==> src/rtl/tx_arbiter.sv <==
// tx_arbiter
//   Round-robin scheduler sharing one 8-bit serial transmitter among N_REQ
//   byte sources. A source is granted, its byte is latched and launched with
//   a one-cycle tx_start, then the arbiter waits for the rising edge of
//   tx_done (or a watchdog timeout), holds an inter-frame gap and returns to
//   idle.
//
// Parameters
//   N_REQ       number of requesters (2..8)
//   GAP_CYCLES  idle cycles after each frame before the next grant (0 = none)
//   TIMEOUT     cycles allowed in WAIT_DONE before abort (>= 16)
//
// Ports
//   clk, rst_n        clock (rising edge), asynchronous active-low reset
//   req_valid/_data   per-requester valid bit and byte (byte i at [8i+7:8i])
//   req_ready         one-hot accept, combinational
//   tx_start/tx_data  start pulse and byte to the transmitter (registered)
//   tx_busy/tx_done   transmitter status
//   grant_id          index of the frame in flight (registered)
//   active            high from accept through end of gap
//   frame_done        one-cycle pulse per completed frame
//   err_timeout       sticky watchdog-abort flag, cleared by err_clr
module tx_arbiter #(
    parameter int  N_REQ      = 4,
    parameter int  GAP_CYCLES = 2,
    parameter int  TIMEOUT    = 64,
    localparam int IDW        = (N_REQ > 1) ? $clog2(N_REQ) : 1
) (
    input  logic               clk,
    input  logic               rst_n,
    input  logic [N_REQ-1:0]   req_valid,
    input  logic [8*N_REQ-1:0] req_data,
    output logic [N_REQ-1:0]   req_ready,
    output logic               tx_start,
    output logic [7:0]         tx_data,
    input  logic               tx_busy,
    input  logic               tx_done,
    output logic [IDW-1:0]     grant_id,
    output logic               active,
    output logic               frame_done,
    output logic               err_timeout,
    input  logic               err_clr
);
    localparam int             WDW      = $clog2(TIMEOUT);
    localparam int             GW       = (GAP_CYCLES > 1) ? $clog2(GAP_CYCLES) : 1;
    localparam logic [WDW-1:0] WD_LAST  = WDW'(TIMEOUT - 1);
    localparam logic [GW-1:0]  GAP_LAST = GW'((GAP_CYCLES > 0) ? GAP_CYCLES - 1 : 0);

    typedef enum logic [1:0] {IDLE, LAUNCH, WAIT_DONE, GAP} state_t;
    state_t state, state_nxt;

    logic [N_REQ-1:0][7:0] req_bytes;
    logic [IDW-1:0]        rr_ptr, sel_idx, ptr_nxt, cand;
    logic                  sel_found, accept, done_q, done_edge;
    logic                  wd_last, gap_last, timeout_hit;
    logic [WDW-1:0]        wd_cnt;
    logic [GW-1:0]         gap_cnt;

    genvar g;
    generate
        for (g = 0; g < N_REQ; g++) begin : g_unpack
            assign req_bytes[g] = req_data[8*g +: 8];
        end
    endgenerate

    function automatic logic [IDW-1:0] wrap_idx(input logic [IDW-1:0] base, input int off);
        int s;
        s = int'(base) + off;
        if (s >= N_REQ) s = s - N_REQ;
        return IDW'(s);
    endfunction

    // First valid requester at or after rr_ptr, wrapping past N_REQ-1.
    always_comb begin
        sel_found = 1'b0;
        sel_idx   = '0;
        cand      = '0;
        for (int k = 0; k < N_REQ; k++) begin
            cand = wrap_idx(rr_ptr, k);
            if (!sel_found && req_valid[cand]) begin
                sel_found = 1'b1;
                sel_idx   = cand;
            end
        end
    end

    // rst_n gates the accept so req_ready reads 0 while reset is held,
    // like every registered output.
    assign accept      = (state == IDLE) && sel_found && !tx_busy && rst_n;
    assign req_ready   = accept ? (N_REQ'(1) << sel_idx) : '0;
    assign ptr_nxt     = (sel_idx == IDW'(N_REQ - 1)) ? '0 : sel_idx + IDW'(1);

    // Only a fresh rising edge counts, so a done level left over from an
    // earlier frame cannot complete this one.
    assign done_edge   = tx_done & ~done_q;
    assign wd_last     = (wd_cnt == WD_LAST);
    assign gap_last    = (gap_cnt == GAP_LAST);
    assign timeout_hit = (state == WAIT_DONE) && wd_last && !done_edge;

    always_ff @(posedge clk or negedge rst_n) begin
        if (!rst_n) state <= IDLE;
        else        state <= state_nxt;
    end

    always_comb begin
        state_nxt = state;
        case (state)
            IDLE:      if (accept) state_nxt = LAUNCH;
            LAUNCH:    state_nxt = WAIT_DONE;
            WAIT_DONE: if (done_edge || wd_last) state_nxt = (GAP_CYCLES == 0) ? IDLE : GAP;
            GAP:       if (gap_last) state_nxt = IDLE;
            default:   state_nxt = IDLE;
        endcase
    end

    always_ff @(posedge clk or negedge rst_n) begin
        if (!rst_n) begin
            rr_ptr      <= '0;
            tx_start    <= 1'b0;
            tx_data     <= '0;
            grant_id    <= '0;
            active      <= 1'b0;
            frame_done  <= 1'b0;
            err_timeout <= 1'b0;
            done_q      <= 1'b0;
            wd_cnt      <= '0;
            gap_cnt     <= '0;
        end else begin
            done_q     <= tx_done;
            tx_start   <= 1'b0;
            frame_done <= 1'b0;
            // A timeout in the same cycle as err_clr keeps the flag set.
            if (timeout_hit)  err_timeout <= 1'b1;
            else if (err_clr) err_timeout <= 1'b0;
            case (state)
                IDLE: begin
                    if (accept) begin
                        tx_data  <= req_bytes[sel_idx];
                        grant_id <= sel_idx;
                        rr_ptr   <= ptr_nxt;
                        active   <= 1'b1;
                        tx_start <= 1'b1;
                    end
                end
                LAUNCH: wd_cnt <= '0;
                WAIT_DONE: begin
                    wd_cnt <= wd_cnt + WDW'(1);
                    if (done_edge) frame_done <= 1'b1;
                    if (done_edge || wd_last) begin
                        gap_cnt <= '0;
                        if (GAP_CYCLES == 0) active <= 1'b0;
                    end
                end
                GAP: begin
                    gap_cnt <= gap_cnt + GW'(1);
                    if (gap_last) active <= 1'b0;
                end
                default: ;
            endcase
        end
    end
endmodule

==> config.mk <==
export PLATFORM = sky130hd
export DESIGN_NAME = tx_arbiter
export DESIGN_NICKNAME = d
export VERILOG_FILES = /design/src/rtl/tx_arbiter.sv
export SDC_FILE = /design/constraint.sdc
export NUM_CORES = 1
export LEC_CHECK = 0
export CAP_MARGIN = 30
export CORE_MARGIN = 4
export CORE_UTILIZATION = 40
export CTS_CLUSTER_DIAMETER = 200
export DETAILED_ROUTE_END_ITERATION = 16
export PLACE_DENSITY = 0.75
export SYNTH_ARGS = -nofsm -noshare
export SYNTH_HDL_FRONTEND = slang
export SYNTH_SLANG_ARGS = --single-unit
==> constraint.sdc <==
create_clock -name clk -period 2.9 [get_ports clk]
set_clock_uncertainty 0.15 [all_clocks]
set_input_delay 0.87 -clock clk [delete_from_list [all_inputs] [get_ports clk]]
set_output_delay 0.87 -clock clk [all_outputs]
set_load 0.05 [all_outputs]
After elaboration in Yosys (flattened, before gate mapping)

Index checks and enable logic that the tools add are counted.
W data, S select, Z words.

Reductions and logical operators: 23
Bitwise logic cells: 2
Muxes and demuxes: 40
Eq/ne operators: 8
$add $sub $neg: 10
Shift operators: 1
Order comparisons: 9

Operators with widths:

| cell                  | number |
|---|---|
| $mux W2               | 12 |
| $mux W1               | 17 |
| $bmux W8 S2           | 1 |
| $lt A2 B3 Y1 const B  | 5 |
| $pmux W6 S2           | 1 |
| $ge A3 B3 Y1 const B  | 3 |
| $bmux W1 S2           | 4 |
| $logic_and A1 B1 Y1   | 8 |
| $mux W8               | 1 |
| $pmux W2 S4           | 1 |
| $reduce_bool A2 Y1    | 4 |
| $sub A2 B1 Y2 const B | 4 |
| $add A2 B2 Y3 const B | 2 |
| $add A6 B1 Y6 const B | 1 |
| $eq A2 B2 Y1 const B  | 3 |
| $eq A6 B6 Y1 const B  | 1 |
| $reduce_and A3 Y1     | 2 |
| $logic_not A1 Y1      | 5 |
| $mux W4               | 1 |
| $ne A2 B2 Y1 const B  | 2 |
| $pmux W1 S2           | 2 |
| $reduce_and A2 Y1     | 2 |
| $shl A1 B2 Y4 const A | 1 |
| $add A2 B1 Y3 const B | 1 |
| other kinds (9)       | 9 |

Bits in registers: 26

Depth between registers and ports, before layout

Gate-level depths: netlist of the first run.

Word-level depth: 19
Depth in mapped cells: 9

Worst setup path before layout of the first run

OpenSTA, ideal clock, no wires.

Kind: input port to output port
Start point: input port req_valid[3]
End point: output port req_ready[3]
Stages on the path: 8
Required time: 1.880 ns
Path slack: -0.283 ns
Arrival time: 2.163 ns
Cell sequence: mux2i_1 > o2bb2ai_1 > or2_1 > buf_6 > buf_6 > inv_1 > ha_1 > and2_1

Elaborated cells between the ends (all ways): 27
Classes of those cells: shift: 1; mux: 17; reduce/logical: 9

RTL lines:

| item                          | line | RTL |
|---|---|---|
| start: declaration            | 31   | `input logic [N_REQ-1:0] req_valid,` |
| $bmux W1 S2                   | 80   | `if (!sel_found && req_valid[cand]) begin` |
| $mux W1 (not written as such) | 80   |  |
| $mux W1                       | 80   |  |
| $logic_not A1 Y1              | 80   |  |
| $logic_and A1 B1 Y1           | 80   |  |
| $mux W1                       | 80   |  |
| $logic_not A1 Y1              | 80   |  |
| $logic_and A1 B1 Y1           | 80   |  |
| $mux W1                       | 80   |  |
| $logic_not A1 Y1              | 80   |  |
| $logic_and A1 B1 Y1           | 80   |  |
| $mux W2 *                     | 80   |  |
| net sel_idx[0]                | 53   | `logic [IDW-1:0] rr_ptr, sel_idx, ptr_nxt, cand;` |
| $shl A1 B2 Y4 *               | 90   | `assign req_ready = accept ? (N_REQ'(1) << sel_idx) : '0;` |
| $mux W4 *                     | 90   |  |
| end: declaration              | 33   | `output logic [N_REQ-1:0] req_ready,` |

The timed path passes the listed nets; every way through them passes the cells marked *. The select of a mux whose other input is x is not followed.

Worst setup path after layout of the first run

Ends and elaborated chain as after synthesis.

==> run summary, run 1 <==
Tcrit/Tclk final -> 1.07
Post-synthesis sequential area ratio -> 0.437
Share of cells above drive strength 1 -> 0.228
Diode count -> 0
Vias per cell -> 5.19
Congestion Overflow GR -> 0
Sink Count -> 26
I/O pin count -> 59
Unrepaired setup endpoints after global routing -> yes
Overall global routing resource usage -> 0.185
Largest net degree at the start of global routing -> 27
DRC errors left -> 0
Synth-to-layout area growth -> 62.5%
Post-layout min period -> 3.09 ns
Commonest non-fill, non-tap cell in the layout -> clkdlybuf4s50_1
Max VDD drop -> 0.467 mV
Most frequent cells in the layout -> clkdlybuf4s50_1, dfrtp_1, nand2_1, mux2i_1, buf_4
Row count -> 21
Vias in the first global route -> 1476
Final setup vio count -> 4
Worst-skew pair later-pin latency -> 0.26 ns
Failing checks -> negative setup slack
Tightest Pin Transition -> 0.543 ns
Die area -> 4770 um2
Via count -> 1400
Setup ws final -> -0.191 ns
First-pass GRT wire length -> 7280 um
Dpl hpwl -> 3300 um
Status -> finished, violations left
CP arrival -> 2.07 ns
H-tree depth -> 1
HP Class -> register to register
Kind of critical path -> primary input to output pin
Final ANT Viol Nets -> 0
Total power -> 0.00204 W
Post-synthesis cell type count -> 32
Layout Cells excl Fill -> 270
Hold_sp -> done_q$_DFF_PN0_
Synth Instances -> 151
Fmax -> 324 MHz
Final wirelength -> 4300 um
Placed cell area -> 2210 um2
Root buf cell -> clkbuf_8
Pre-Repair DR Iteration Count -> 4
Synth Register Bits -> 26
MaxCap Viol Count -> 0
GPL Wtd Cong -> 0.803
Clock Path Buffers -> 2
Fin. max-slew vios -> 0
Core box area -> 3470 um2
Place WS -> -0.673 ns
Critical path startpoint category -> primary input
Worst hold slack -> 0.280 ns
R2r startpoint -> state[0]$_DFFE_PN0P_
Max-Slew Margin vs Limit -> 0.637
CP Capture Type -> output pin
Ys Warns -> 0
EDFF count, synth -> 0
WL/cell -> 15.9 um
Power density over cell area -> 843 nW/um2
Fillers -> 272
Syn_area_per_cell -> 9.87 um2
Final hold vios -> 0
Port Buf Inserts -> 58
Placed insts -> 259
Async set or reset register ratio after synthesis -> 1.00
Die width -> 69.0 um
Initial antenna violation count -> 0
Clock buffer count from CTS -> 3
Final nets -> 275
Syn Nets -> 201
Initial drt markers -> 31
Vert. Die Dim -> 69.0 um
Reg clk slew, reported paths -> 0.08 ns
CTS tree -> done
Post-synthesis cell area -> 1490 um2
CP Launch Point -> req_valid[3]
CP Max Fanout -> 3
WP data required -> 1.88 ns
Primary FF master, synth -> dfrtp_1
Initial Util -> 0.430
Design area -> 2420 um2
Lkg Pwr -> 1.09 nW
[Yosys cell counts, drive strengths merged (4+ instances only)]
cell | number | area share
nor2 | 7 | 0.018
ha | 9 | 0.076
mux2i | 19 | 0.13
nand2 | 22 | 0.055
and2 | 4 | 0.017
o21ai | 8 | 0.027
inv | 10 | 0.025
nand2b | 4 | 0.017
o221ai | 8 | 0.047
dfrtp | 26 | 0.44
a21oi | 4 | 0.013
[routing by layer]
metal	part of all wire	global-route usage
met4	0.011	0.0651
met1	0.42	0.215
met2	0.53	0.336
met3	0.042	0.0349
met5	0	0
[where the power goes]
part	internal [W]	switching [W]	total [W]
registers	0.000485	0.0000982	0.000583
logic	0.000516	0.000712	0.00123
clock network	0.000121	0.000109	0.000230
[per-stage QoR]
step / TNS (ns) / util
finish: -0.717 / 0.698
global route: -0.902 / 0.698
CTS: -0.592 / 0.685
detailed placement: -3.20 / 0.637
global placement: -2.30 / 0.637
floorplan: -0.215 / -
[area by class of cell]
type                    count  area, um2  area share
flip-flops and latches     26        651       0.269
multi-input cells         109        866       0.358
well taps                  46       57.6      0.0238
inverters                  11       48.8      0.0202
clock buffers               4       55.1      0.0227
repair buffers             74        743       0.307
[worst paths after layout]
path | end | slack, ns | cells after the start
worst max-delay path | req_ready[3] | -0.19 | 8
worst min-delay path | frame_done$_DFF_PN0_ | 0.28 | 1
worst max register to register | state[1]$_DFFE_PN0P_ | 0.67 | 8
worst min register to register | frame_done$_DFF_PN0_ | 0.28 | 1
max in group asynchronous | err_timeout$_DFFE_PN0P_ | 1.70 | 2
min in group asynchronous | tx_data[4]$_DFFE_PN0P_ | 0.64 | 2
[state kept, by name, summed over array words and instances, names as in the netlist, 2 cells and up]
| signal | count |
|---|---|
| grant_id | 2 |
| rr_ptr | 2 |
| state | 2 |
| tx_data | 8 |
| wd_cnt | 6 |
[critical path, stage by stage]
cell and delay (ns):
buf_8 0.08, nand2b_4 0.13, nand2_4 0.06, a221oi_4 0.38, buf_4 0.18, ha_4 0.11
and2_4 0.14, buf_12 0.13
[what timing repair did]
action | in CTS | in global routing
hold buffers | 0 | 0
gates cloned | 0 | 0
setup endpoints to repair | 4 | 4
pin swaps | 5 | 4
buffers inserted | 6 | 1
resized for setup | 33 | 9
[kinds of logic (layout without fill, tap and decap cells)]
group	after synthesis	count (layout)	synth area share
AO/OA/AOI/OAI	27	27	0.128
XOR/XNOR	1	1	0.00588
adder cells (fa/ha/maj)	9	9	0.0756
buffers and inverters	16	89	0.0512
flip-flops	26	26	0.437
multiplexers	20	20	0.135
AND/OR/NAND/NOR	52	52	0.167
Power figures use the tool's default switching activity.
==> run 2, diff against run 1 <==
==> constraint.sdc (replaced) <==
create_clock -name clk -period 3.3 [get_ports clk]
set_clock_uncertainty 0.15 [all_clocks]
set_input_delay 0.99 -clock clk [delete_from_list [all_inputs] [get_ports clk]]
set_output_delay 0.99 -clock clk [all_outputs]
set_load 0.05 [all_outputs]
==> run 2 against run 1 <==
Against the previous run:
- the run still ends with negative setup slack left
- combinational power shrank 13%
- final cell count shrank 2.2%
- count of clock-buffer cells in the layout shrank 1
- via count shrank 1.5%
- first-iteration DRC count grew 42%
- critical path type unchanged
==> run summary, run 2 (synthesis gave the netlist of run 1 again) <==
HP Class -> register to register
Status -> finished, violations left
Dpl hpwl -> 3320 um (+0.60%)
Sequential Power Share -> 0.278 (-0.008)
Vias in the first global route -> 1451 (-1.7%)
Total power -> 0.00184 W (-9.9%)
H-tree depth -> 1 (unchanged)
Most frequent cells in the layout -> clkdlybuf4s50_1, dfrtp_1, nand2_1, mux2i_1
Final setup vio count -> 3 (-1)
Clock Path Buffers -> 2 (unchanged)
Tcrit/Tclk final -> 1.01
# hold bufs at CTS -> 0 (unchanged)
Core box area -> 3470 um2 (unchanged)
Largest net degree at the start of global routing -> 27 (unchanged)
Row count -> 21 (unchanged)
Final ANT Viol Nets -> 0 (unchanged)
Synth-to-layout area growth -> 59.9%
Pre-Repair DR Iteration Count -> 4 (unchanged)
Layout Cells excl Fill -> 264 (-2.2%)
Overall global routing resource usage -> 0.183 (-0.00169)
Via count -> 1379 (-1.5%)
Vias per cell -> 5.22 (+0.74%)
Diode count -> 0 (unchanged)
Max-Slew Margin vs Limit -> 0.654 (+0.0169)
Failing checks -> negative setup slack
Gate power share -> 0.581 (-0.021)
CTS tree -> done
Fillers -> 266 (-2.2%)
CP Max Fanout -> 4 (+1)
Initial drt markers -> 44 (+42%)
Final wirelength -> 4310 um (about the same)
Lkg Pwr -> 1.07 nW (-1.8%)
Psw -> 0.000804 W (-13%)
Setup ws final -> -0.0320 ns (+0.159 ns)
Place WS -> -0.544 ns (+0.129 ns)
First-pass GRT wire length -> 7270 um (about the same)
Clock buffer count from CTS -> 3 (unchanged)
I/O pin count -> 59 (unchanged)
DRC errors left -> 0 (unchanged)
Congestion Overflow GR -> 0 (unchanged)
Placed insts -> 257 (-0.77%)
Most flops, register -> tx_data
Design area -> 2380 um2 (-1.6%)
CP arrival -> 2.19 ns (+0.12 ns)
Top flop regs -> tx_data x8, wd_cnt x6
Commonest non-fill, non-tap cell in the layout -> clkdlybuf4s50_1
Max reg flops -> 8 (unchanged)
Int Power -> 0.00103 W (-7.8%)
Worst-skew pair later-pin latency -> 0.27 ns (about the same)
Max VDD drop -> 0.458 mV (-2.0%)
Tightest Pin Transition -> 0.518 ns (-0.0252 ns)
Final hold vios -> 0 (unchanged)
MaxCap Viol Count -> 0 (unchanged)
Initial Util -> 0.430 (unchanged)
Critical path startpoint category -> primary input
Post-layout min period -> 3.33 ns
Fin. max-slew vios -> 0 (unchanged)
Port Buf Inserts -> 58 (unchanged)
Final nets -> 269 (-2.2%)
Clk network pwr share -> 0.142 (+0.029)
Power density over cell area -> 771 nW/um2 (-8.5%)
WP data required -> 2.16 ns (+0.28 ns)
Vert. Die Dim -> 69.0 um (unchanged)
Fmax -> 300 MHz
Initial antenna violation count -> 0 (unchanged)
CP Capture Type -> output pin
Reg clk slew, reported paths -> 0.09 ns (about the same)
Placed cell area -> 2190 um2 (-0.85%)
Die width -> 69.0 um (unchanged)
Die area -> 4770 um2 (unchanged)
Share of cells above drive strength 1 -> 0.202 (-0.0258)
GPL Wtd Cong -> 0.752 (-6.4%)
WL/cell -> 16.3 um (+2.4%)
Kind of critical path -> primary input to output pin
Unrepaired setup endpoints after global routing -> yes
Sink Count -> 26 (unchanged)
Root buf cell -> clkbuf_8
Sw Ratio -> 0.437 (-0.0129)
-- run 2: area by class of cell --
type | count | area [um2] | area share
multi-input combinational | 109 | 853 | 0.358
sequential | 26 | 651 | 0.273
tap | 46 | 57.6 | 0.0241
clock buffer | 3 | 41.3 | 0.0173
inverter | 11 | 46.3 | 0.0194
clock inverter | 1 | 30.0 | 0.0126
timing repair buffer | 68 | 704 | 0.296
-- run 2: critical path, stage by stage --
cell and delay, ns:
buf_8 0.10, buf_6 0.11, mux2i_2 0.18, o2bb2ai_2 0.13
or2_4 0.18, inv_4 0.05, ha_2 0.17, and2_4 0.13
buf_12 0.14
-- run 2: path summary, 6_finish.rpt --
check | startpoint | to | slack [ns] | depth (start not counted)
min | done_q$_DFF_PN0_ | frame_done$_DFF_PN0_ | 0.28 | 1
min reg2reg | done_q$_DFF_PN0_ | frame_done$_DFF_PN0_ | 0.28 | 1
max | req_valid[3] | req_ready[3] | -0.03 | 9
max in group asynchronous | rst_n | active$_DFFE_PN0P_ | 2.02 | 2
max reg2reg | rr_ptr[1]$_DFFE_PN0P_ | tx_data[0]$_DFFE_PN0P_ | 1.05 | 7
min in group asynchronous | rst_n | tx_data[0]$_DFFE_PN0P_ | 0.74 | 2
-- run 2: power by group through the flow --
stage                     registers (W)  clock network [W]  logic, W
after floorplan                0.000725                  0  0.000446
after global placement         0.000498                  0  0.000947
after detailed placement       0.000506                  0  0.000990
after CTS                      0.000505           0.000267   0.00104
after global routing           0.000526           0.000283   0.00115
final                          0.000510           0.000261   0.00107
-- run 2: per-stage QoR --
stage               hold slack, ns   util   TNS, ns
floorplan                    0.247      -  -0.00540
global placement             0.264  0.632     -1.73
detailed placement           0.270  0.632     -2.09
CTS                          0.282  0.674  -0.00891
global route                 0.318  0.687    -0.218
finish                       0.281  0.687   -0.0515
-- run 2: layer usage --
metal,track usage,share of wire,wire length [um]
met1,0.209,0.40,1740
met4,0.0542,0.023,101
met5,0,0,0
met2,0.338,0.53,2290
met3,0.0407,0.040,172
-- run 2: what timing repair did --
item                                    4_1_cts  5_1_grt
endpoints found under the setup margin        4        4
setup buffers                                 1        2
pin swaps                                     6        6
resized for setup                            34        9
==> run 3, diff against run 2 <==
--- a/config.mk
+++ b/config.mk
@@ -10,6 +10,7 @@
 export CORE_UTILIZATION = 40
 export CTS_CLUSTER_DIAMETER = 200
 export DETAILED_ROUTE_END_ITERATION = 16
+export HOLD_SLACK_MARGIN = 0.1
 export PLACE_DENSITY = 0.75
 export SYNTH_ARGS = -nofsm -noshare
 export SYNTH_HDL_FRONTEND = slang
==> constraint.sdc (replaced) <==
create_clock -name clk -period 3.3 [get_ports clk]
set_clock_uncertainty 0.15 [all_clocks]
set_input_delay 0.495 -clock clk [delete_from_list [all_inputs] [get_ports clk]]
set_output_delay 0.495 -clock clk [all_outputs]
set_load 0.05 [all_outputs]
==> run 3 against run 2 <==
Against the previous run:
- the flow now finishes without violations
- hold slack better by 0.0028 ns
- critical endpoint is now req_ready[1]
- die area is the same
- utilization decreased by 5.0 points
- clock power decreased by 25%
- final area decreased by 7.2%
- critical path type unchanged
- fmax increased by 12%
- worst setup slack better by 0.35 ns
- largest power group unchanged
==> run summary, run 3 (synthesis gave the netlist of run 1 again) <==
Die area -> 4770 um2 (unchanged)
Initial drt markers -> 38 (-14%)
Status -> finished clean
Congestion Overflow GR -> 0 (unchanged)
Max reg flops -> 8 (unchanged)
Met3 Use GR -> 0.0378 (-0.00291)
Die width -> 69.0 um (unchanged)
Hold path depth -> 1 (unchanged)
Vias per cell -> 5.15 (-1.4%)
First-pass GRT wire length -> 6500 um (-11%)
Clock buffer count from CTS -> 3 (unchanged)
WL/cell -> 14.4 um (-12%)
Final wirelength -> 3700 um (-14%)
GPL Wtd Cong -> 0.817 (+8.7%)
Tightest Pin Transition -> 0.524 ns (+0.00596 ns)
GR Layer Usage met2 -> 0.284 (-0.0540)
Fmax -> 336 MHz (+12%)
Initial Util -> 0.430 (unchanged)
WP data required -> 2.65 ns (+0.49 ns)
Placed insts -> 253 (-1.6%)
Critical path startpoint category -> primary input
Fin. max-slew vios -> 0 (unchanged)
Clock Path Buffers -> 2 (unchanged)
Port Buf Inserts -> 58 (unchanged)
Resized cells post-CTS -> 0 (-100%)
Hold_sp -> done_q$_DFF_PN0_
Initial antenna violation count -> 0 (unchanged)
Worst-skew pair later-pin latency -> 0.26 ns (about the same)
MaxCap Viol Count -> 0 (unchanged)
Commonest non-fill, non-tap cell in the layout -> clkdlybuf4s50_1
Design area -> 2210 um2 (-7.2%)
Worst Hold Endpoint -> frame_done$_DFF_PN0_
Most flops, register -> tx_data
Power density over cell area -> 744 nW/um2 (-3.5%)
TNS Setup -> 0 ns (+0.0515 ns)
Via count -> 1323 (-4.1%)
Final ANT Viol Nets -> 0 (unchanged)
Dpl hpwl -> 3130 um (-5.5%)
DRC errors left -> 0 (unchanged)
Max-Slew Margin vs Limit -> 0.650 (-0.00399)
Vias in the first global route -> 1325 (-8.7%)
Max VDD drop -> 0.333 mV (-27%)
Reg clk slew, reported paths -> 0.08 ns (about the same)
Kind of critical path -> primary input to output pin
Vert. Die Dim -> 69.0 um (unchanged)
Sink Count -> 26 (unchanged)
R2r startpoint -> state[0]$_DFFE_PN0P_
Placed cell area -> 2160 um2 (-1.7%)
Setup bufs post-CTS -> 0 (-1)
HP Class -> register to register
Final nets -> 262 (-2.6%)
Diode count -> 0 (unchanged)
CP Max Fanout -> 6 (+2)
Pre-Repair DR Iteration Count -> 4 (unchanged)
Unrepaired setup endpoints after global routing -> no
Largest net degree at the start of global routing -> 27 (unchanged)
Worst r2r path cells -> 8 (+1)
Worst hold slack -> 0.284 ns (+0.00278 ns)
Share of cells above drive strength 1 -> 0.0711 (-0.131)
CP arrival -> 2.33 ns (+0.14 ns)
# hold bufs at CTS -> 0 (unchanged)
Gr busiest metal -> met2
Final setup vio count -> 0 (-3)
Top flop regs -> tx_data x8, wd_cnt x6
Row count -> 21 (unchanged)
H-tree depth -> 1 (unchanged)
Final design utilization -> 0.637 (-0.0498)
Worst R2R End -> state[1]$_DFFE_PN0P_
Lkg Pwr -> 0.994 nW (-6.9%)
Post-layout min period -> 2.98 ns (-0.354 ns)
I/O pin count -> 59 (unchanged)
CP Capture Type -> output pin
Final hold vios -> 0 (unchanged)
Root buf cell -> clkbuf_8
Core box area -> 3470 um2 (unchanged)
Synth-to-layout area growth -> 48.4%
CTS tree -> done
Layout Cells excl Fill -> 257 (-2.7%)
Reg2reg setup slack -> 1.18 ns (+0.13 ns)
Met1 usage -> 0.203 (-0.00546)
Overall global routing resource usage -> 0.161 (-0.0219)
Tcrit/Tclk final -> 0.903 (-0.107)
Most frequent cells in the layout -> clkdlybuf4s50_1, dfrtp_1, nand2_1, mux2i_1, inv_1
[run 3: cell count changes in the layout (fill, tap and decap cells not counted), moves of 4 or more]
cell | previous run | this run
and2_1 | 0 | 4
and2_4 | 4 | 0
buf_4 | 8 | 3
clkdlybuf4s50_1 | 49 | 54
ha_1 | 5 | 9
[run 3: final cells by class]
cell class | instances | area, um2
tap | 46 | 57.6
sequential | 26 | 651
clock buffer | 4 | 55.1
timing repair buffer | 61 | 643
inverter | 11 | 41.3
fill | 301 | 1260
multi-input combinational | 109 | 763
[run 3: through the flow]
stage                     setup WS, ns  total power [W]
final                            0.322          0.00164
after global routing             0.161          0.00178
after CTS                        0.319          0.00167
after detailed placement         0.325          0.00147
after global placement           0.419          0.00143
after floorplan                  0.867          0.00117
[run 3: worst max path at each step]
stage | cells after the start | slack [ns] | to | start
after global placement | 8 | 0.42 | req_ready[0] | req_valid[3]
after CTS | 8 | 0.32 | req_ready[1] | req_valid[3]
final | 8 | 0.32 | req_ready[1] | req_valid[3]
after detailed placement | 8 | 0.32 | req_ready[1] | req_valid[3]
after global routing | 8 | 0.16 | req_ready[1] | req_valid[3]
after floorplan | 8 | 0.87 | req_ready[3] | req_valid[3]
[run 3: critical path: stages]
cell,delay [ns]
clkdlybuf4s50_1,0.56
nand2b_1,0.16
nand2_1,0.08
a221oi_2,0.40
inv_1,0.14
ha_1,0.20
and2_1,0.16
buf_12,0.15
[run 3: layer usage]
| metal | vias up | routed length (um) |
|---|---|---|
| met4 | 0 | 22 |
| li1 | 655 | - |
| met1 | 639 | 1570 |
| met5 | - | 0 |
| met3 | 2 | 161 |
| met2 | 27 | 1950 |
[run 3: power by group]
group / switching (W) / total, W / internal [W]
Clock: 0.0000883 / 0.000195 / 0.000106
Combinational: 0.000569 / 0.000951 / 0.000382
Sequential: 0.0000723 / 0.000499 / 0.000427
